**config.mk**
```make
export PLATFORM = sky130hd
export DESIGN_NAME = iir_highpass_scheduler
export DESIGN_NICKNAME = d
export VERILOG_FILES = /design/src/rtl/iir_hp_pkg.sv /design/src/rtl/iir_highpass_step.sv /design/src/rtl/iir_highpass_scheduler.sv
export SDC_FILE = /design/constraint.sdc
export NUM_CORES = 1
export LEC_CHECK = 0
export BUFFER_PORTS_ARGS = -buffer_cell sky130_fd_sc_hd__buf_2
export CORE_AREA = 2 2 228 230
export DETAILED_ROUTE_END_ITERATION = 7
export DIE_AREA = 0 0 230 232
export GPL_ROUTABILITY_DRIVEN = 0
export PLACE_DENSITY = 0.81
export SYNTH_ARGS = -nofsm -noshare
export SYNTH_HDL_FRONTEND = slang
export SYNTH_SLANG_ARGS = --single-unit
```
**constraint.sdc**
```tcl
create_clock -name clk -period 7.3 [get_ports clk]
set_input_delay 1.825 -clock clk [delete_from_list [all_inputs] [get_ports clk]]
set_output_delay 1.825 -clock clk [all_outputs]
set_load 0.01 [all_outputs]
```
**src/rtl/iir_hp_pkg.sv**
```systemverilog
// Shared types and width helpers for the time-shared IIR highpass scheduler.
package iir_hp_pkg;

   typedef enum logic {IDLE, RUN} state_t;

   typedef enum logic [1:0] {SAT_NONE, SAT_POS, SAT_NEG} sat_t;

   function automatic int sum_width(input int tdata_width, input int log2_alpha);
      return tdata_width + log2_alpha;
   endfunction

   function automatic int diff_width(input int tdata_width, input int log2_alpha);
      return sum_width(tdata_width, log2_alpha) + 1;
   endfunction

   // Top two bits of the difference decide whether the output lane saturates.
   function automatic sat_t sat_kind(input logic [1:0] top2);
      case (top2)
         2'b01:   return SAT_POS;
         2'b10:   return SAT_NEG;
         default: return SAT_NONE;
      endcase
   endfunction

endpackage

```
**src/rtl/iir_highpass_step.sv**
```systemverilog
// One combinational first-order highpass step: new integrator value and clipped output.
module iir_highpass_step
   import iir_hp_pkg::*;
#(
   parameter  int TDATA_WIDTH     = 16,
   parameter  int LOG2_ALPHA      = 10,
   parameter  int LOG2_ALPHA_FAST = 4,
   localparam int SW              = sum_width(TDATA_WIDTH, LOG2_ALPHA),
   localparam int DW              = diff_width(TDATA_WIDTH, LOG2_ALPHA)
) (
   input  logic signed [TDATA_WIDTH-1:0] sample,
   input  logic signed [SW-1:0]          sum,
   input  logic                          fast,
   output logic signed [SW-1:0]          next_sum,
   output logic signed [TDATA_WIDTH-1:0] y
);

   logic signed [DW-1:0] x;
   logic signed [DW-1:0] diff;
   logic signed [SW-1:0] delta;

   // The sample is scaled by alpha and carries one guard bit so the difference never wraps.
   assign x    = {{(DW - TDATA_WIDTH - LOG2_ALPHA){sample[TDATA_WIDTH-1]}}, sample, {LOG2_ALPHA{1'b0}}};
   assign diff = x - {sum[SW-1], sum};

   // NOTE: every output of a combinational block gets a value on every path, so no latch is inferred.
   always_comb begin
      delta = fast ? SW'(diff >>> LOG2_ALPHA_FAST) : SW'(diff >>> LOG2_ALPHA);
      next_sum = sum + delta;
      case (sat_kind(diff[DW-1 -: 2]))
         SAT_POS: y = {1'b0, {(TDATA_WIDTH-1){1'b1}}};
         SAT_NEG: y = {1'b1, {(TDATA_WIDTH-1){1'b0}}};
         default: y = diff[DW-2 -: TDATA_WIDTH];
      endcase
   end

endmodule

```
**src/rtl/iir_highpass_scheduler.sv**
```systemverilog
// Time-shares one IIR highpass step across NCHANNELS lanes, one lane per clock, and
// presents the filtered frame at once; channels fast-settle after reset or a clear.
module iir_highpass_scheduler
   import iir_hp_pkg::*;
#(
   parameter int NCHANNELS       = 8,
   parameter int TDATA_WIDTH     = 16,
   parameter int LOG2_ALPHA      = 10,
   parameter int LOG2_ALPHA_FAST = 4,
   parameter int SETTLE_SAMPLES  = 64
) (
   input  logic                             clk,
   input  logic                             rst_n,
   input  logic [NCHANNELS*TDATA_WIDTH-1:0] S_TDATA,
   input  logic                             S_TVALID,
   output logic [NCHANNELS*TDATA_WIDTH-1:0] M_TDATA,
   output logic                             M_TVALID,
   input  logic                             clear_stb,
   input  logic [NCHANNELS-1:0]             clear_mask,
   output logic [NCHANNELS-1:0]             settling,
   output logic                             busy,
   output logic                             overrun,
   input  logic                             overrun_clr
);

   localparam int SW   = sum_width(TDATA_WIDTH, LOG2_ALPHA);
   localparam int CHW  = $clog2(NCHANNELS);
   localparam int CNTW = $clog2(SETTLE_SAMPLES + 1);
   localparam logic [CHW-1:0]  LAST_CH     = CHW'(NCHANNELS - 1);
   localparam logic [CNTW-1:0] SETTLE_INIT = CNTW'(SETTLE_SAMPLES);

   state_t                           state, state_nxt;
   logic [CHW-1:0]                   ch, ch_nxt;
   logic                             accept, drop, last;
   logic [NCHANNELS*TDATA_WIDTH-1:0] frame_q;
   logic signed [SW-1:0]             sum_q [NCHANNELS];
   logic [CNTW-1:0]                  cnt_q [NCHANNELS];

   logic signed [TDATA_WIDTH-1:0]    lane_sample, lane_y;
   logic signed [SW-1:0]             lane_sum, lane_next_sum;
   logic                             lane_fast;

   always_comb begin
      state_nxt = state;
      ch_nxt    = ch;
      accept    = 1'b0;
      drop      = 1'b0;
      last      = 1'b0;
      case (state)
         IDLE: begin
            if (S_TVALID) begin
               accept    = 1'b1;
               ch_nxt    = '0;
               state_nxt = RUN;
            end
         end
         RUN: begin
            drop   = S_TVALID;
            ch_nxt = ch + 1'b1;
            if (ch == LAST_CH) begin
               last      = 1'b1;
               ch_nxt    = '0;
               state_nxt = IDLE;
            end
         end
         default: state_nxt = IDLE;
      endcase
   end

   // NOTE: sequential state uses non-blocking assignments so all registers update from pre-edge values.
   always_ff @(posedge clk or negedge rst_n) begin
      if (!rst_n) begin
         state <= IDLE;
         ch    <= '0;
      end else begin
         state <= state_nxt;
         ch    <= ch_nxt;
      end
   end

   // NOTE: the captured frame is pure datapath and needs no reset; the integrator array below is
   // reset because reset must restart every channel's fast-settle from a zero integrator.
   always_ff @(posedge clk) begin
      if (accept) frame_q <= S_TDATA;
   end

   assign lane_sample = frame_q[ch*TDATA_WIDTH +: TDATA_WIDTH];
   assign lane_sum    = sum_q[ch];
   assign lane_fast   = (cnt_q[ch] != '0);

   iir_highpass_step #(
      .TDATA_WIDTH    (TDATA_WIDTH),
      .LOG2_ALPHA     (LOG2_ALPHA),
      .LOG2_ALPHA_FAST(LOG2_ALPHA_FAST)
   ) u_step (
      .sample  (lane_sample),
      .sum     (lane_sum),
      .fast    (lane_fast),
      .next_sum(lane_next_sum),
      .y       (lane_y)
   );

   // A clear wins over the same channel's update; that lane's output still uses the old state.
   always_ff @(posedge clk or negedge rst_n) begin
      if (!rst_n) begin
         for (int k = 0; k < NCHANNELS; k++) begin
            sum_q[k] <= '0;
            cnt_q[k] <= SETTLE_INIT;
         end
      end else begin
         for (int k = 0; k < NCHANNELS; k++) begin
            if (clear_stb && clear_mask[k]) begin
               sum_q[k] <= '0;
               cnt_q[k] <= SETTLE_INIT;
            end else if (state == RUN && ch == CHW'(k)) begin
               sum_q[k] <= lane_next_sum;
               if (cnt_q[k] != '0) cnt_q[k] <= cnt_q[k] - 1'b1;
            end
         end
      end
   end

   always_ff @(posedge clk or negedge rst_n) begin
      if (!rst_n) begin
         M_TDATA  <= '0;
         M_TVALID <= 1'b0;
         overrun  <= 1'b0;
      end else begin
         if (state == RUN) M_TDATA[ch*TDATA_WIDTH +: TDATA_WIDTH] <= lane_y;
         M_TVALID <= last;
         if (drop)             overrun <= 1'b1;
         else if (overrun_clr) overrun <= 1'b0;
      end
   end

   always_comb begin
      busy = (state == RUN);
      for (int k = 0; k < NCHANNELS; k++) settling[k] = (cnt_q[k] != '0);
   end

endmodule

```
# Word-level counts from Yosys, hierarchy flattened
# Index checks and enable logic that the tools add are counted.
[op_classes] bitwise=2 mux=62 magnitude_cmp=1 eq_ne=12 n_mul=0 shift=3 n_reduce_logical=51 n_addsub=12 n_div=0
[op_table] operator="26-bit two-way mux" count=18
[op_table] operator="7-bit two-way mux" count=26
[op_table] operator="128-bit bitwise mux" count=1
[op_table] operator="16-bit by 34-bit variable shift with 128-bit output (first input constant)" count=1
[op_table] operator="128-bit by 8-bit indexed part select with 16-bit output" count=1
[op_table] operator="16-bit by 34-bit indexed part select with 128-bit output" count=1
[op_table] operator="26-bit binary-select mux with 3-bit select" count=1
[op_table] operator="7-bit nonzero test" count=9
[op_table] operator="7-bit by 1-bit subtractor with 7-bit output (second input constant)" count=8
[op_table] operator="7-bit negation with 34-bit output" count=1
[op_table] operator="2-bit nonzero test" count=17
[op_table] operator="16-bit case mux with 2 select lines" count=1
[op_table] operator="26-bit by 26-bit subtractor with 27-bit output" count=1
[op_table] operator="26-bit by 23-bit adder with 26-bit output" count=1
[op_table] operator="22-bit two-way mux" count=1
[op_table] operator="7-bit binary-select mux with 3-bit select" count=1
[op_table] operator="1-bit logical AND" count=16
[op_table] operator="2-bit AND reduction" count=8
[op_table] operator="3-bit equality test (second input constant)" count=4
[op_table] operator="1-bit two-way mux" count=8
[op_table] operator="3-bit by 2-bit equality test with 1-bit output (second input constant)" count=2
[op_table] operator="3-bit two-way mux" count=2
[op_table] operator="3-bit case mux with 2 select lines" count=1
[op_table] operator="2-bit by 1-bit equality test with 1-bit output (second input constant)" count=2
[op_table] operator="other kinds (10)" count=11
[totals] mem_count=0 romBits=0 regBits=526 input_bits=141 latch_bits=0 ram_bits=0 output_inout_bits=139 word_cells=165

# Longest topological paths before layout
# Gate-level depths: netlist of the first run.
[logic_depth] ltp_word=11 ltp_mapped=30 ltp_nobuf=24

# By module
# A second synthesis of the first run with hierarchy kept.
[hier_totals] hier_cells=2648 hier_area_um2=26242.7
[modules_own_cells] module="iir_highpass_scheduler" n_inst=1 seq_area_each_um2=13813.2 cells_each=2260 area_each_um2=23440.0
[modules_own_cells] module="iir_highpass_step" n_inst=1 seq_area_each_um2=0.0 cells_each=388 area_each_um2=2802.7

# Worst setup path after synthesis of the first run
# No wires, ideal clock.
[synth_path] path_kind="input-to-reg" start="input port S_TVALID" end="register frame_q[0], enable pin" t_arrival_ns=7.406 n_path_buf=0 t_required_ns=6.669 path_stages=1 setup_time_ns=0.631 path_slack_ns=-0.736 cell_sequence="nor2b_1"
[synth_between] elab_chain_len=2
[synth_rtl] item="start: declaration" line_no="iir_highpass_scheduler.sv:15" text="input logic S_TVALID,"
[synth_rtl] item="1-bit two-way mux" line_no="iir_highpass_scheduler.sv:51" text="if (S_TVALID) begin"
[synth_rtl] item="1-bit two-way mux" line_no="iir_highpass_scheduler.sv:49" text="case (state)"
[synth_rtl] item="end signal: assignment" line_no="iir_highpass_scheduler.sv:84" text="if (accept) frame_q <= S_TDATA;"
[synth_rtl] item="end: declaration" line_no="iir_highpass_scheduler.sv:35" text="logic [NCHANNELS*TDATA_WIDTH-1:0] frame_q;"
# No other way between the ends.
# A chain may end at the register's enable or synchronous reset.

# Final worst setup path of the first run
[layout_path] start="register ch[2]" end="register sum_q[181] (netlist bit)"
[layout_between] elab_chain_len=9 word_cells_on_any_way=17 classes_between="add/sub (2); eq/ne (1); shift (1); mux (9); bitwise (1); reduce/logical (3)"
[layout_rtl] item="start: declaration" line_no="iir_highpass_scheduler.sv:33" text="logic [CHW-1:0] ch, ch_nxt;"
[layout_rtl] item="start signal: assignment" line_no="iir_highpass_scheduler.sv:77" text="ch <= ch_nxt;"
[layout_rtl] item="parallel branches: the longest is 9 deep, another holds 26-bit by 26-bit subtractor with 27-bit output"
[layout_rtl] item="end signal: indexed assignment" line_no="iir_highpass_scheduler.sv:116" text="sum_q[k] <= lane_next_sum;"
[layout_rtl] item="end: declaration" line_no="iir_highpass_scheduler.sv:36" text="logic signed [SW-1:0] sum_q [NCHANNELS];"
# Several ways; the timed one is not identified. The select of a mux whose other input is x is not followed.

==> flow_summary.toml, run 1 <==
[die]
die_y_um = 232
start_util = 0.493
die-area_mm2 = 0.0534
die_w_um = 230
num_rows = 83
io_pins = 280
core_area_mm2 = 0.0509

[clock_network]
cts_buffers = 53
cts_resized = 0
clk_latency_ns = 0.62
clockBufferDepth = 3
ctsRootBufferMaster = "clkbuf_16"
cts_tree = "yes"
clock_sinks = 526
htree_levels = 2
cts_hold_buf = 0
clkSlewWorstSetupHoldPaths_ns = 0.06

[worst_setup_path]
crit_path_end_kind = "flip-flop"
crit_path_max_fanout = 27
cp-start-kind = "flip-flop"
cp.required_ns = 7.83
cp.arrival_ns = 7.50
crit_type = "reg -> reg"

[route]
wl_um = 76100
route.detailed.drc = 0
avgViaCountPerCell = 6.14
vias = 20671
ant_nets = 0
drtPass1Iterations = 6
drtIter0Drc = 2489
wl_per_cell_um = 22.6

[timing]
min_period_ns = 6.98
slew_viol_final = 0
maxSlewHeadroom = 0.120
hold_viol = 0
setup_viol = 0
fin_ws_ns = 0.324
fin_crit_sh = 0.956
finClkSkew_ns = 0.0381
grt_setup_unrepaired = "no"
worst_pin_slew_ns = 1.32
max_freq_ghz = 0.143
setup_tns_ns = 0

[layout]
final-seq-area_mm2 = 0.0138
syn_to_final_growth_pct = 16.2
num-nets-final = 2834
fillers = 4066
post-route-util = 0.573
drive_above_1_share = 0.210
multi_input_area_mm2 = 0.0106

[placed_design]
io_buffers = 279
dpl_worst_slack_ns = 0.563
dp_hpwl_um = 49900

[yosys]
synth_cell_types = 77
netlist_instances = 2379
ys.flop_type = "dfrtp_1"
ys_warn_count = 0
syn-cell-area_mm2 = 0.0251
async_reset_ff_frac = 0.757
synth_nets = 2582
synth-seq-cells = 526
synth_edf_count = 128
avgSynthCellArea_um2 = 10.6
synth_sequential_area_ratio = 0.550

[worst_hold_path]
hp-class = "reg -> reg"

[grt]
grt_overflow = 0
antenna_found_initial = 14
grt_util_all_layers = 0.280
grt_max_degree = 196
grt_pass1_vias = 20905
grt_pass1_wl_um = 116000

[job]
drv_cap = 0

[run_status]
run_status = "finished clean"
[registers in the layout, indices dropped and copies added (netlist names)]
name / cells
busy: 1
cnt_q: 56
sum_q: 208
M_TVALID: 1
M_TDATA: 128
ch: 3
overrun: 1
frame_q: 128
[per-stage QoR]
stage | instances | hold WS, ns | instance area (um2)
3_5_place_dp | 3255 | 0.465 | 27300
3_3_place_gp | 3255 | 0.457 | 27300
6_report | 3368 | 0.474 | 29200
4_1_cts | 3351 | 0.478 | 29100
5_1_grt | 3368 | 0.502 | 29200
2_1_floorplan | 2379 | 0.445 | 25100
[Yosys cell counts, types with 22 or more instances]
cell / number / area [um2]
nor2_1: 120 / 450
a21o_1: 22 / 165
ha_1: 61 / 763
mux4_2: 82 / 1850
inv_1: 62 / 233
xnor2_1: 56 / 490
dfrtp_1: 390 / 9760
o21ai_0: 73 / 365
o21ai_1: 49 / 245
edfxtp_1: 128 / 3840
nand3_1: 35 / 175
and2_1: 29 / 181
clkbuf_1: 102 / 383
a21oi_1: 220 / 1100
nand2_1: 580 / 2180
a22o_1: 37 / 324
nor3_1: 31 / 155
[final timing paths]
check / depth (start not counted) / slack, ns / endpoint / from
setup / recovery: 24 / 0.32 / sum_q[181]$_DFFE_PN0P_ / ch[2]$_DFFE_PN0P_
hold / removal: 2 / 0.47 / M_TDATA[35]$_DFFE_PN0P_ / M_TDATA[35]$_DFFE_PN0P_
setup reg to reg: 24 / 0.32 / sum_q[181]$_DFFE_PN0P_ / ch[2]$_DFFE_PN0P_
hold reg to reg: 2 / 0.47 / M_TDATA[35]$_DFFE_PN0P_ / M_TDATA[35]$_DFFE_PN0P_
max in group asynchronous: 2 / 4.40 / sum_q[60]$_DFFE_PN0P_ / rst_n
min in group asynchronous: 1 / 1.32 / overrun$_DFFE_PN0P_ / rst_n
[cell type report]
type                            count  area share
Antenna cell                       16     0.00137
Tap cell                          680      0.0292
Timing Repair Buffer              326      0.0620
Sequential cell                   526       0.474
Inverter                           64     0.00824
Multi-Input combinational cell   1660       0.364
Clock buffer                       83      0.0560
Clock inverter                     13     0.00536
[critical path: stages (launching register included)]
cell and delay [ns]:
dfrtp_2 0.76, inv_1 0.50, buf_4 0.31, buf_4 0.21, nand2_1 0.09, nand2_1 0.10
ha_1 0.35, nand4_1 0.14, or3_1 0.39, o31ai_2 0.38, a21boi_1 0.15, xnor2_1 0.48
nor2_1 0.08, a21oi_1 0.15, ha_1 0.32, and2_1 0.22, a41oi_1 0.23, nand3_1 0.13
a21oi_1 0.35, o2111ai_1 0.18, nand3_1 0.22, xor2_1 0.11, xnor2_1 0.71, nand2_1 0.15
a21oi_1 0.18
[placed cells by master (no fill, tap or decap), types with 13 or more instances in the layout]
master,netlist,final
clkbuf_8,0,14
xor2_1,17,17
nor2_1,120,117
inv_1,62,62
and2_1,29,27
nor4_1,13,13
nor3_1,31,31
mux4_2,82,82
o31ai_1,18,18
a211oi_1,15,15
o21ai_1,49,49
buf_4,2,43
a22o_1,37,37
and3_1,14,14
a21o_1,22,22
xnor2_1,56,56
nand2_1,580,580
o21bai_1,13,13
nand3_1,35,33
or3_1,14,14
diode_2,0,16
edfxtp_1,128,128
o21ai_0,73,73
mux2_2,14,14
dfrtp_1,390,387
a21oi_1,220,218
ha_1,61,61
buf_2,4,278
clkbuf_16,0,55
[per-layer routing]
metal / vias up / GRT usage / part of all wire
met1: 10064 / 0.338 / 0.35
met4: 0 / 0.157 / 0.055
met3: 324 / 0.0614 / 0.11
met2: 1413 / 0.468 / 0.49
li1: 8870 / - / -
met5: - / 0 / 0
[cells by family after synthesis]
| logic type | after synthesis | synth area share |
|---|---|---|
| buffers and inverters | 193 | 0.0294 |
| muxes | 113 | 0.0869 |
| adders and majority gates | 62 | 0.0312 |
| xor gates and xnor gates | 75 | 0.0268 |
| DFF | 526 | 0.550 |
| AOI/OAI and AO/OA | 507 | 0.122 |
| and+or+nand+nor | 903 | 0.154 |
[repair_timing]
item                                   in CTS  in global routing
setup endpoints to repair                   0                  5
endpoints found under the hold margin       0                  0
setup buffers                               0                  1
Power of run 1 is left out: the tool's default activity adds up to more than one toggle a clock period on the data nets, which glitch-free logic cannot reach.
==> run 2, diff against run 1 <==
--- a/config.mk
+++ b/config.mk
@@ -7,6 +7,7 @@
 export LEC_CHECK = 0
 export BUFFER_PORTS_ARGS = -buffer_cell sky130_fd_sc_hd__buf_2
 export CORE_AREA = 2 2 228 230
+export CTS_BUF_LIST = sky130_fd_sc_hd__clkbuf_8
 export DETAILED_ROUTE_END_ITERATION = 7
 export DIE_AREA = 0 0 230 232
 export GPL_ROUTABILITY_DRIVEN = 0
==> flow_summary.toml, run 2 (synthesis gave the netlist of run 1 again) <==
[grt]
grt_max_degree = 196
grt_overflow = 0
grt_util_all_layers = 0.278
antenna_found_initial = 12
grt_pass1_wl_um = 115000
grt_pass1_vias = 20896

[layout]
largest_register_ffs = 208
registers.top_by_ff_count = "sum_q"
final_cell_mix = "nand2_1, dfrtp_1, buf_2, a21oi_1, edfxtp_1"
num-nets-final = 2864
reg_top3 = "sum_q (208), M_TDATA (128), frame_q (128)"
layout_commonest_cell = "nand2_1"
syn_to_final_growth_pct = 15.2
drive_above_1_share = 0.215

[worst_hold_path]
min_path_cells = 2
hp-class = "reg -> reg"
hold_path_end = "M_TDATA[35]$_DFFE_PN0P_"
hp-start = "M_TDATA[35]$_DFFE_PN0P_"

[timing]
finClkSkew_ns = 0.0359
setup_tns_ns = 0
worst_pin_slew_ns = 1.33
fin_crit_sh = 0.943
max_freq_ghz = 0.145
min_period_ns = 6.88
maxSlewHeadroom = 0.110
setup_viol = 0
slew_viol_final = 0
grt_setup_unrepaired = "no"
hold_viol = 0

[job]
drv_cap = 0

[worst_setup_path]
cpPeakStageDelay_ns = 0.75
path_cells = "inv_1 -> buf_4 -> buf_4 -> nand2_1 -> nand2_1 -> ha_1 -> nand4_1 -> or3_1 -> o31ai_2 -> a21boi_1 -> xnor2_1 -> nor2_1 -> a21oi_1 -> ha_1 -> and2_1 -> a41oi_1 -> nand3_1 -> a21oi_1 -> o2111ai_1 -> nand3_1 -> xor2_1 -> xnor2_1 -> nand2_1 -> a21oi_1"
cp-start-kind = "flip-flop"
slowest_stage = "dfrtp_2"
cp_num_buf_inv = 3
r2r_start = "ch[2]$_DFFE_PN0P_"
cp.required_ns = 7.87
crit_path_max_fanout = 27
ff2ff_setup_slack_ns = 0.42
timing.rr.end = "sum_q[181]$_DFFE_PN0P_"
cp.arrival_ns = 7.45
path_delay_family = "compound AO/OA/AOI/OAI gates"
r2r_cells = 24
crit_type = "reg -> reg"
crit_path_end_kind = "flip-flop"

[die]
die_y_um = 232
core_area_mm2 = 0.0509
start_util = 0.493
num_rows = 83
die_w_um = 230
io_pins = 280
die-area_mm2 = 0.0534

[clock_network]
cts_resized = 0
cts_tree = "yes"
htree_levels = 3
cts_setup_buffers = 0
clock_sinks = 526
cts_hold_buf = 0
clockBufferDepth = 3
ctsRootBufferMaster = "clkbuf_8"
clk_latency_ns = 0.68
cts_buffers = 83
clkSlewWorstSetupHoldPaths_ns = 0.07

[route]
avgViaCountPerCell = 6.02
drtPass1Iterations = 8
drtIter0Drc = 2338
vias = 20549
wl_um = 74800
ant_nets = 0
wl_per_cell_um = 21.9
route.detailed.drc = 0

[run_status]
run_status = "finished clean"

[placed_design]
io_buffers = 279
dp_hpwl_um = 49900
run 2: changes by cell type in the layout (fill, tap and decap cells not counted), sizes merged:
cell	delta
clkinv	+3
clkinvlp	+3
diode	-3
inv	+34
bufinv	-2
clkbuf	+12
run 2: area by class of cell:
| cell class | count | area, um2 |
|---|---|---|
| clock buffers | 95 | 1310 |
| diodes | 13 | 32.5 |
| clock inverters | 51 | 249 |
| inverters | 64 | 240 |
| repair buffers | 326 | 1810 |
| multi-input cells | 1660 | 10600 |
| well taps | 680 | 851 |
| flip-flops and latches | 526 | 13800 |
| fillers | 4164 | 22000 |
run 2: worst register-to-register path: stages, from the launching register on:
cell and delay [ns]:
dfrtp_2 0.75, inv_1 0.50, buf_4 0.31, buf_4 0.21, nand2_1 0.09, nand2_1 0.10, ha_1 0.35, nand4_1 0.13
or3_1 0.38, o31ai_2 0.37, a21boi_1 0.15, xnor2_1 0.47, nor2_1 0.08, a21oi_1 0.15, ha_1 0.32, and2_1 0.21
a41oi_1 0.21, nand3_1 0.12, a21oi_1 0.35, o2111ai_1 0.18, nand3_1 0.21, xor2_1 0.11, xnor2_1 0.68, nand2_1 0.16
a21oi_1 0.19
run 2: metrics by stage:
stage	hold WS (ns)	area [um2]	std cells	worst slack [ns]	utilization
2_1_floorplan	0.445	25100	2379	0.403	-
3_3_place_gp	0.457	27300	3255	0.794	0.537
3_5_place_dp	0.465	27300	3255	0.563	0.537
4_1_cts	0.479	28900	3401	0.518	0.567
5_1_grt	0.505	28900	3415	0.0405	0.568
6_report	0.475	28900	3415	0.418	0.568
run 2: per-layer routing:
| metal | track usage | vias to the layer above | part of all wire |
|---|---|---|---|
| met5 | 0 | - | 0 |
| met4 | 0.156 | 0 | 0.052 |
| met3 | 0.0652 | 303 | 0.10 |
| met2 | 0.460 | 1280 | 0.49 |
| li1 | - | 8920 | - |
| met1 | 0.336 | 10046 | 0.36 |
run 2: how the worst max path moves through the flow:
stage                      startpoint                endpoint  slack (ns)  depth (start not counted)
floorplan           ch[0]$_DFFE_PN0P_  sum_q[204]$_DFFE_PN0P_        0.40                         26
global placement    ch[0]$_DFFE_PN0P_  sum_q[103]$_DFFE_PN0P_        0.79                         24
detailed placement  ch[0]$_DFFE_PN0P_  sum_q[181]$_DFFE_PN0P_        0.56                         24
CTS                 ch[0]$_DFFE_PN0P_  sum_q[181]$_DFFE_PN0P_        0.52                         24
global route        ch[2]$_DFFE_PN0P_  sum_q[181]$_DFFE_PN0P_        0.04                         25
finish              ch[2]$_DFFE_PN0P_  sum_q[181]$_DFFE_PN0P_        0.42                         24
Power of run 2 is left out for the same reason.
